<file path="src/rtl/fll_freq_monitor.sv">
// Multi-channel frequency-lock monitor: counts master and local bit-clock edges over a
// window of master edges and flags local clocks that run outside a signed deadband.
module fll_freq_monitor #(
  parameter int NUM_CH      = 2,
  parameter int CNT_W       = 16,
  parameter int SYNC_STAGES = 2
) (
  input  logic                          CLK_IP_i,
  input  logic                          RST_IP_N_i,
  input  logic                          bitclk_master_i,
  input  logic [NUM_CH-1:0]             bitclk_local_i,
  input  logic                          enable_i,
  input  logic [CNT_W-1:0]              window_i,
  input  logic [CNT_W-1:0]              deadband_i,
  input  logic                          mode_i,
  input  logic [NUM_CH-1:0]             int_clr_i,
  output logic [NUM_CH-1:0]             Interrupt_speedup_o,
  output logic [NUM_CH-1:0]             Interrupt_slowdown_o,
  output logic [NUM_CH*(CNT_W+1)-1:0]   diff_o,
  output logic                          win_done_o,
  output logic [NUM_CH-1:0]             overflow_o,
  output logic [1:0]                    dbg_state_o
);

  localparam int NIN = NUM_CH + 1;
  localparam int DW  = CNT_W + 1;
  localparam logic [CNT_W-1:0] CNT_MAX = '1;

  typedef enum logic [1:0] {
    S_IDLE    = 2'd0,
    S_ARM     = 2'd1,
    S_MEASURE = 2'd2,
    S_EVAL    = 2'd3
  } state_t;

  state_t state_q, state_d;

  // Bit 0 is the master clock, bits 1..NUM_CH are the local clocks.
  logic [NIN-1:0]    sync_q [SYNC_STAGES];
  logic [NIN-1:0]    edge_q;
  logic [NIN-1:0]    stb;
  logic              m_stb;
  logic [NUM_CH-1:0] l_stb;

  logic [CNT_W-1:0]  m_cnt_q;
  logic [CNT_W-1:0]  m_cnt_inc;
  logic [CNT_W-1:0]  l_cnt_q [NUM_CH];
  logic [CNT_W-1:0]  win_q;
  logic [CNT_W-1:0]  db_q;
  logic [NUM_CH-1:0] ovf_q;

  logic [DW-1:0]             diff_c [NUM_CH];
  logic signed [CNT_W+1:0]   diff_x [NUM_CH];
  logic signed [CNT_W+1:0]   db_pos;
  logic signed [CNT_W+1:0]   db_neg;
  logic [NUM_CH-1:0]         spd_evt;
  logic [NUM_CH-1:0]         slw_evt;
  logic                      eval;

  logic [NUM_CH-1:0]         spd_q;
  logic [NUM_CH-1:0]         slw_q;
  logic [NUM_CH*DW-1:0]      diff_q;
  logic                      done_q;
  logic                      mode_q;

  always_ff @(posedge CLK_IP_i) begin
    if (!RST_IP_N_i) begin
      for (int i = 0; i < SYNC_STAGES; i++) sync_q[i] <= '0;
      edge_q <= '0;
    end else begin
      sync_q[0] <= {bitclk_local_i, bitclk_master_i};
      for (int i = 1; i < SYNC_STAGES; i++) sync_q[i] <= sync_q[i-1];
      edge_q <= sync_q[SYNC_STAGES-1];
    end
  end

  assign stb       = sync_q[SYNC_STAGES-1] & ~edge_q;
  assign m_stb     = stb[0];
  assign l_stb     = stb[NIN-1:1];
  assign m_cnt_inc = m_cnt_q + 1'b1;
  assign eval      = (state_q == S_EVAL);

  always_comb begin
    state_d = state_q;
    case (state_q)
      S_IDLE: begin
        if (enable_i && (window_i != '0)) state_d = S_ARM;
      end
      S_ARM: begin
        if (!enable_i || (window_i == '0)) state_d = S_IDLE;
        else if (m_stb)                    state_d = S_MEASURE;
      end
      S_MEASURE: begin
        if (!enable_i)                           state_d = S_IDLE;
        else if (m_stb && (m_cnt_inc == win_q))  state_d = S_EVAL;
      end
      S_EVAL: begin
        state_d = (enable_i && (window_i != '0)) ? S_MEASURE : S_IDLE;
      end
      default: state_d = S_IDLE;
    endcase
  end

  // The master edge that opens a window is its boundary, so the master count starts at 0
  // while local edges in that same cycle already belong to the new window.
  always_ff @(posedge CLK_IP_i) begin
    if (!RST_IP_N_i) begin
      state_q <= S_IDLE;
      m_cnt_q <= '0;
      win_q   <= '0;
      db_q    <= '0;
      ovf_q   <= '0;
      for (int k = 0; k < NUM_CH; k++) l_cnt_q[k] <= '0;
    end else begin
      state_q <= state_d;
      case (state_q)
        S_IDLE: begin
          ovf_q <= ovf_q & ~int_clr_i;
        end
        S_ARM: begin
          if (state_d == S_MEASURE) begin
            win_q   <= window_i;
            db_q    <= deadband_i;
            m_cnt_q <= '0;
            for (int k = 0; k < NUM_CH; k++) l_cnt_q[k] <= CNT_W'(l_stb[k]);
          end
        end
        S_MEASURE: begin
          m_cnt_q <= m_cnt_q + CNT_W'(m_stb);
          for (int k = 0; k < NUM_CH; k++) begin
            if (l_stb[k]) begin
              if (l_cnt_q[k] != CNT_MAX) l_cnt_q[k] <= l_cnt_q[k] + 1'b1;
              if (l_cnt_q[k] >= CNT_MAX - 1'b1) ovf_q[k] <= 1'b1;
            end
          end
        end
        S_EVAL: begin
          win_q   <= window_i;
          db_q    <= deadband_i;
          m_cnt_q <= CNT_W'(m_stb);
          for (int k = 0; k < NUM_CH; k++) l_cnt_q[k] <= CNT_W'(l_stb[k]);
        end
        default: ;
      endcase
    end
  end

  // One extra sign bit keeps -deadband representable for the full counter range.
  always_comb begin
    spd_evt = '0;
    slw_evt = '0;
    db_pos  = $signed({2'b00, db_q});
    db_neg  = -db_pos;
    for (int k = 0; k < NUM_CH; k++) begin
      diff_c[k]  = {1'b0, l_cnt_q[k]} - {1'b0, m_cnt_q};
      diff_x[k]  = $signed({diff_c[k][DW-1], diff_c[k]});
      spd_evt[k] = (diff_x[k] < db_neg);
      slw_evt[k] = (diff_x[k] > db_pos);
    end
  end

  always_ff @(posedge CLK_IP_i) begin
    if (!RST_IP_N_i) begin
      spd_q  <= '0;
      slw_q  <= '0;
      diff_q <= '0;
      done_q <= 1'b0;
      mode_q <= 1'b0;
    end else begin
      done_q <= eval;
      mode_q <= mode_i;
      for (int k = 0; k < NUM_CH; k++) begin
        if (eval) diff_q[k*DW +: DW] <= diff_c[k];
        if (mode_i != mode_q) begin
          spd_q[k] <= 1'b0;
          slw_q[k] <= 1'b0;
        end else if (!mode_q) begin
          spd_q[k] <= eval & spd_evt[k];
          slw_q[k] <= eval & slw_evt[k];
        end else if (eval && spd_evt[k]) begin
          spd_q[k] <= 1'b1;
          slw_q[k] <= 1'b0;
        end else if (eval && slw_evt[k]) begin
          spd_q[k] <= 1'b0;
          slw_q[k] <= 1'b1;
        end else if (int_clr_i[k]) begin
          spd_q[k] <= 1'b0;
          slw_q[k] <= 1'b0;
        end
      end
    end
  end

  assign Interrupt_speedup_o  = spd_q;
  assign Interrupt_slowdown_o = slw_q;
  assign diff_o               = diff_q;
  assign win_done_o           = done_q;
  assign overflow_o           = ovf_q;
  assign dbg_state_o          = state_q;

endmodule

</file>
<file path="config.mk">
export PLATFORM = sky130hd
export DESIGN_NAME = fll_freq_monitor
export DESIGN_NICKNAME = d
export VERILOG_FILES = /design/src/rtl/fll_freq_monitor.sv
export SDC_FILE = /design/constraint.sdc
export NUM_CORES = 1
export LEC_CHECK = 0
export ABC_AREA = 1
export CAP_MARGIN = 20
export CORE_AREA = 2 2 138 140
export CTS_CLUSTER_SIZE = 30
export DETAILED_ROUTE_END_ITERATION = 12
export DIE_AREA = 0 0 140 142
export MAX_ROUTING_LAYER = met4
export PLACE_DENSITY_LB_ADDON = 0.25
export SLEW_MARGIN = 20
export SYNTH_ARGS = -nofsm -noshare
export SYNTH_HDL_FRONTEND = slang
export SYNTH_SLANG_ARGS = --single-unit
</file>
<file path="constraint.sdc">
create_clock -name CLK_IP_i -period 3.3 [get_ports CLK_IP_i]
set_input_delay 0.495 -clock CLK_IP_i [delete_from_list [all_inputs] [get_ports CLK_IP_i]]
set_output_delay 0.495 -clock CLK_IP_i [all_outputs]
set_load 0.1 [all_outputs]
</file>
Word-level counts from Yosys, hierarchy flattened
Memories as Yosys holds them, arrays and structs flattened.
Cells that the tools add are included.
{"block": "classes", "muxes": 59, "bitwise_logic": 17, "reduce_logical": 19, "order_cmp": 6, "n_eq_ne": 15, "add_sub_neg": 7}
{"cell": "$mux 16", "count": 9}
{"cell": "$pmux 16 s2", "count": 2}
{"cell": "$add 16x1->16 const B", "count": 3}
{"cell": "$pmux 16 s3", "count": 1}
{"cell": "$mux 1", "count": 37}
{"cell": "$lt 17x18->1", "count": 2}
{"cell": "$gt 17x17->1", "count": 2}
{"cell": "$sub 16x16->17", "count": 2}
{"cell": "$ge 16x16->1 const B", "count": 2}
{"cell": "$ne 16x16->1 const B", "count": 2}
{"cell": "$neg 16->18", "count": 1}
{"cell": "$add 16x1->16", "count": 1}
{"cell": "$eq 16x16->1", "count": 1}
{"cell": "$logic_not 16->1", "count": 1}
{"cell": "$reduce_bool 16->1", "count": 1}
{"cell": "$mux 2", "count": 6}
{"cell": "$ne 2x2->1 const B", "count": 5}
{"cell": "$ne 4x2->1 const B", "count": 2}
{"cell": "$or 1x1->1", "count": 8}
{"cell": "$pmux 2 s4", "count": 1}
{"cell": "$eq 2x2->1 const B", "count": 3}
{"cell": "$logic_and 1x1->1", "count": 6}
{"cell": "$mux 3", "count": 2}
{"cell": "$reduce_and 3->1", "count": 2}
{"cell": "other kinds (16)", "count": 21}
{"block": "word_totals", "n_memories": 2, "ramBits": 38, "word_cells": 139, "ff_bits": 95}
{"memory": "l_cnt_q", "depth": 2, "word_bits": 16, "rd": 2, "rd_clocked_by_memory_dff": 0, "write_ports": 2, "line_no": "47", "text": "logic [CNT_W-1:0] l_cnt_q [NUM_CH];"}
{"memory": "sync_q", "depth": 2, "word_bits": 3, "rd": 2, "rd_clocked_by_memory_dff": 0, "write_ports": 2, "line_no": "39", "text": "logic [NIN-1:0] sync_q [SYNC_STAGES];"}

Longest topological paths before layout
Gate-level depths: netlist of run 1.
{"block": "depth", "depth_word": 14, "depth_mapped": 27}

Worst setup path before layout of run 1
OpenSTA, ideal clock, no wires.
{"block": "synth_path", "kind": "reg-to-reg", "startpoint": "mem l_cnt_q[0][0]", "endpoint": "reg slw_q[0], in the netlist Interrupt_slowdown_o[0]", "setup_slack_ps": 98, "period_less_slack_ps": 3202, "t_required_ps": 3229, "setup_ps": 71, "path_stages_with_launch": 24, "t_arrival_ps": 3132, "cell_sequence": "edfxtp_1 -> inv_1 -> ha_1 -> inv_1 -> fa_1 -> nand3_1 -> nand2_1 -> a21oi_1 -> o21ai_0 -> a21oi_1 -> or2_2 -> nand2_1 -> ha_1 -> nand2_1 -> nor2_1 -> and2_1 -> nand4_1 -> nand3_1 -> nand2_1 -> nand3_1 -> nand2_1 -> inv_1 -> nand3_1 -> a21oi_1"}
{"item": "start: declaration", "line_no": "47"}
{"item": "end signal: indexed assignment", "line_no": "179", "text": "slw_q[k] <= eval & slw_evt[k];"}
{"item": "end: declaration", "line_no": "61", "text": "logic [NUM_CH-1:0] slw_q;"}

==> results of run 1 <==
## timing repair
action | 4_1_cts | 5_1_grt
setup endpoints to repair | 4 | 4
pin swaps | 12 | 45
gates resized for setup | 20 | 94
setup buffers | 3 | 3
## through the flow
step | hold slack [ps] | total power (W) | TNS [ps] | cell area (um^2)
floorplan | 390 | 0.00230 | 0 | 9790
global placement | 397 | 0.00265 | -81.4 | 11600
detailed placement | 400 | 0.00267 | -417 | 11600
CTS | 414 | 0.00452 | 0 | 12300
global route | 426 | 0.00479 | -555 | 12700
finish | 412 | 0.00459 | -41.9 | 12700
## layout make-up
class	instances	area (um^2)	area share [%]
inverters	194	728	5.73
clock buffers	18	429	3.38
repair buffers	202	1730	13.7
flip-flops and latches	133	2980	23.5
multi-input cells	1042	6400	50.4
clock inverters	14	126	0.995
well taps	234	293	2.31
## routing by layer
| layer | wire length, um | vias up | global-route usage (%) | share of wire, % |
|---|---|---|---|---|
| met5 | 0 | - | - | 0 |
| met4 | 849 | 0 | 11.3 | 2.7 |
| met3 | 2040 | 62 | 4.91 | 6.6 |
| met2 | 14200 | 345 | 51.3 | 46 |
| met1 | 13800 | 4594 | 41.7 | 45 |
| li1 | - | 4984 | - | - |
## kinds of logic (layout without fill, tap and decap cells)
family | Yosys count | after routing | share of synthesized area, %
compound gates | 251 | 251 | 13.6
xor+xnor | 56 | 56 | 5.15
fa+ha+maj | 108 | 108 | 14.0
buf+inv | 225 | 428 | 8.82
flops | 133 | 133 | 30.5
simple gates | 627 | 627 | 28.0
## registers in the layout, summed over array words and instances, names as in the netlist
name and count:
Interrupt_speedup_o 2, edge_q 3, dbg_state_o 2, Interrupt_slowdown_o 2
sync_q 6, mode_q 1, l_cnt_q 32, db_q 16
diff_o 34, win_done_o 1, m_cnt_q 16, overflow_o 2
win_q 16
## worst max-delay path, stage by stage (launching register included)
cell and delay [ps]:
dfxtp_1 310, inv_1 210, ha_2 360, nand2_1 100, inv_1 70, a221o_1 320
nor2_1 130, nand2_1 80, nand2_1 60, nand2_1 90, ha_1 350, nand2_2 80
inv_1 40, o21ai_1 120, nand2_1 70, nor2_2 140, nand3_1 100, nand2_1 110
nand3_2 130, nand2_1 120, nor2_2 40, nor2_1 100, nor2_1 50
## cells in the mapped netlist (2+ instances only)
cell type / count / area (um^2)
nand2_1: 268 / 1010
nor2_1: 191 / 717
inv_1: 186 / 698
a21oi_1: 112 / 561
o21ai_0: 107 / 536
ha_1: 106 / 1330
dfxtp_1: 101 / 2020
nand3_1: 69 / 345
xor2_1: 43 / 377
edfxtp_1: 32 / 961
nor3_1: 28 / 140
nand4_1: 23 / 144
clkbuf_1: 20 / 75.1
nand3_2: 12 / 120
xnor2_1: 12 / 105
a21o_1: 8 / 60.1
nor2_2: 6 / 37.5
inv_2: 5 / 18.8
nand3b_1: 5 / 37.5
nor3b_1: 5 / 37.5
or2_2: 5 / 31.3
buf_2: 4 / 20.0
nand2_2: 4 / 25.0
nor2_4: 4 / 45.0
nor4_1: 4 / 25.0
o211ai_1: 4 / 30.0
a22oi_1: 3 / 22.5
buf_1: 3 / 11.3
clkinv_1: 3 / 11.3
o21a_1: 3 / 22.5
o21bai_1: 3 / 22.5
o31ai_1: 3 / 22.5
a31oi_1: 2 / 12.5
and2_1: 2 / 12.5
clkbuf_2: 2 / 10.0
fa_1: 2 / 40.0
o22ai_1: 2 / 12.5
## how the worst max path moves through the flow
| stage | from | to | slack [ps] | cells after the start |
|---|---|---|---|---|
| 4_1_cts | l_cnt_q[0][16] | Interrupt_slowdown_o[1] | 4 | 25 |
| 2_1_floorplan | l_cnt_q[0][0] | Interrupt_slowdown_o[0] | 100 | 23 |
| 6_report | m_cnt_q[13] | Interrupt_slowdown_o[1] | -40 | 22 |
| 3_3_place_gp | l_cnt_q[0][0] | Interrupt_slowdown_o[0] | -30 | 22 |
| 3_5_place_dp | l_cnt_q[0][0] | Interrupt_speedup_o[0] | -150 | 22 |
| 5_1_grt | m_cnt_q[2] | Interrupt_slowdown_o[1] | -190 | 22 |
## power by group
group          switching, W  leakage (nW)  total, W  internal, W
Sequential        0.0000294          1.15   0.00172      0.00169
Clock              0.000802         0.267   0.00184      0.00104
Combinational      0.000579          4.38   0.00103     0.000446
Total               0.00141          5.80   0.00459      0.00318
==> flow_summary.ini, run 1 <==
[synthesis]
synth_cells = 1400
synthFlopType = dfxtp_1
synth-seq-cells = 133
ys_warn_count = 0
synth_seq_area_share_pct = 30.5
syn_area_per_cell_um2 = 6.99
synth_edf_count = 32
synthDistinctLibCells = 45
syn-num-nets = 1549
synthArstFlopShare_pct = 0
synth_area_mm2 = 0.00979

[timing]
tightest_slew_ps = 1020
fmax_mhz = 299
min_period_ps = 3340
rsz0062_at_grt = true
clock_skew_ps = 9.02
setup_slack_ps = -41.9
setup_viol = 1
fin_crit_sh_pct = 101
hold_violations = 0
slew_headroom_pct = 31.5
drv_slew = 0

[worst_setup_path]
cp_max_fo = 4
r2r_setup_slack_ps = -40
ff2ff_path_depth = 22
rr_startpoint = m_cnt_q[13]
cp.required_ps = 3580
startpoint_type = flip-flop
timing.rr.end = Interrupt_slowdown_o[1]
cp_data_arrival_time_ps = 3620
end_kind = flip-flop
critPathKind = flip-flop to flip-flop

[grt]
grt_max_degree = 61
grt_pass1_wl_um = 48200
grt_pass1_vias = 9311
grt-ovfl-total = 0
grt_antenna_before_repair = 0
grt_usage_pct = 32.1

[floorplan]
initial_core_util_pct = 53.0
die_w_um = 140
core_area_mm2 = 0.0185
num_rows = 50
die_h_um = 142
io_pins = 84
die-area_mm2 = 0.0199

[finish]
antenna-diode-count = 0
num-fill-cells = 1573
syn2layout_area_growth_pct = 29.7
final_common_cell = nand2_1
finalNetCount = 1739
drive_gt1_share_pct = 17.7
final_cell_count_no_fill = 1837
final_cell_mix = nand2_1 (256), nor2_1 (183), inv_1 (173)
fin_util_pct = 68.8

[placement]
dp_cells = 1799
io_buffers = 83
place_ws_ps = -150
gp_congestion = 0.955
hpwl_um = 23700

[clock_tree]
clk_pin_slew_worst_paths_ps = 60
h-tree-depth = 4
clk_latency_ps = 430
cts_tree = built
clk_path_buf_depth = 2
cts_buffers = 17
cts-root-buf = clkbuf_16
cts_sinks = 133
ctsHoldBuffers = 0

[power_and_ir_drop]
p_per_area_mw_per_mm2 = 362
power.leakage_nw = 5.80
ir_drop_uv = 333

[worst_hold_path]
hp-start = sync_q[0][0]
min_to = sync_q[0][3]
hp-class = flip-flop to flip-flop
worstHoldPathCells = 2

[status]
status = complete, but fails checks
violations = DRC, setup timing

[detailed_routing]
vias = 9985
route.detailed.vias_per_inst = 5.44
antenna_left = 0
drt_iter0_markers = 714
wl_per_cell_um = 16.8
wirelength_um = 30900
first_pass_iters = 10
drc = 9

[flow_run]
drv_cap = 0
(Power assumes the default switching activity.)
==> inputs of run 2 (changes only) <==
GPL_ROUTABILITY_DRIVEN = 0   (was not set)
GPL_TIMING_DRIVEN = 0   (was not set)
==> flow_summary.ini, run 2 (same netlist as run 1, synthesis figures left out) <==
[timing]
clock_skew_ps = 9.61
slew_headroom_pct = 34.2
fmax_mhz = 288
fin_crit_sh_pct = 105
tightest_slew_ps = 984
setup_slack_ps = -170
rsz0062_at_grt = true
hold_violations = 0
min_period_ps = 3470
setup_viol = 4
drv_slew = 0
setup-tns-final_ps = -511

[grt]
grt-ovfl-total = 0
grt_usage_pct = 32.0
grt_pass1_vias = 9345
grt_antenna_before_repair = 0
grt_pass1_wl_um = 48200
grt_max_degree = 17

[worst_setup_path]
cp_data_arrival_time_ps = 3780
r2r_setup_slack_ps = -170
end_kind = flip-flop
cp_max_fo = 7
critPathKind = flip-flop to flip-flop
cp.required_ps = 3610
startpoint_type = flip-flop

[floorplan]
die_h_um = 142
die-area_mm2 = 0.0199
io_pins = 84
die_w_um = 140
initial_core_util_pct = 53.0
core_area_mm2 = 0.0185
num_rows = 50

[detailed_routing]
drt_iter0_markers = 975
vias = 10400
first_pass_iters = 13
route.detailed.vias_per_inst = 5.84
drc = 9
antenna_left = 0
wirelength_um = 32600
wl_per_cell_um = 18.2

[placement]
io_buffers = 83
dp_cells = 1717
hpwl_um = 22800

[worst_hold_path]
hp-class = flip-flop to flip-flop

[clock_tree]
clk_pin_slew_worst_paths_ps = 60
clk_path_buf_depth = 2
cts_buffers = 17
ctsHoldBuffers = 0
cts-root-buf = clkbuf_16
h-tree-depth = 4
clk_latency_ps = 440
cts_tree = built
cts_sinks = 133

[status]
violations = DRC, setup timing
status = complete, but fails checks

[finish]
syn2layout_area_growth_pct = 29.8
final_cell_mix = nand2_1 (248), nor2_1 (179), inv_1 (162)
antenna-diode-count = 0
drive_gt1_share_pct = 17.7
final_common_cell = nand2_1
finalNetCount = 1691
largest_reg_flops = 34
num-fill-cells = 1439
final_cell_count_no_fill = 1789

[power_and_ir_drop]
power.total_w = 0.00478
p_per_area_mw_per_mm2 = 377
ir_drop_uv = 385
power.leakage_nw = 5.55

[flow_run]
drv_cap = 0
run 2: power by group:
part	switching (W)	total, W	internal (W)
combinational	0.000637	0.00107	0.000434
sequential	0.0000365	0.00173	0.00169
clock	0.000787	0.00198	0.00120
total	0.00146	0.00478	0.00332
run 2: path summary, 6_finish.rpt:
path,startpoint,endpoint,depth (start not counted)
hold / removal,sync_q[0][1],sync_q[0][4],2
setup / recovery,m_cnt_q[6],Interrupt_slowdown_o[1],23
setup reg to reg,m_cnt_q[6],Interrupt_slowdown_o[1],23
hold reg to reg,sync_q[0][1],sync_q[0][4],2
run 2: area by class of cell:
type                       instances  area (um^2)  share of cell area, %
multi-input combinational       1042         6780                   53.4
sequential                       133         3000                   23.7
timing repair buffer             123         1140                   8.96
inverter                         194          741                   5.83
clock buffer                      21          482                   3.79
tap                              234          293                   2.30
buffer                            31          141                   1.11
clock inverter                    11          124                  0.975
run 2: metrics by stage:
step                hold slack [ps]  util [%]  cell area [um^2]  setup WS [ps]
floorplan                       390         -              9790           97.9
global placement                392      59.1             10900           -547
detailed placement              409      59.1             10900           -617
finish                          412      68.8             12700           -170
global route                    435      68.8             12700           -286
CTS                             422      65.5             12100           2.54
run 2: routing by layer:
layer / part of all wire [%] / track usage (%) / vias up
met2: 45 / 50.5 / 578
met4: 6.1 / 15.9 / 0
met5: 0 / - / -
li1: - / - / 4897
met3: 9.1 / 3.87 / 131
met1: 40 / 41.0 / 4840
run 2: worst max-delay path: stages, from the launching register on:
cell     delay, ps
dfxtp_4        370
inv_2          170
ha_2           350
nand2_1        120
inv_1           50
a21oi_1        280
nand2_4        110
buf_4          140
nand3_1        100
nand3_1        140
inv_2          140
ha_4           190
nand2_1         60
inv_1          140
nand3_4        110
a21oi_2        150
nor2_2          70
buf_4          130
nand4_1        100
nand3_2        120
nor2_2         120
nor2_1          40
nor2_1          80
nor2_1          40
run 2: what timing repair did:
action	CTS	global route
gates resized for setup	96	105
setup endpoints to repair	4	4
pin swaps	21	50
setup buffers	21	19
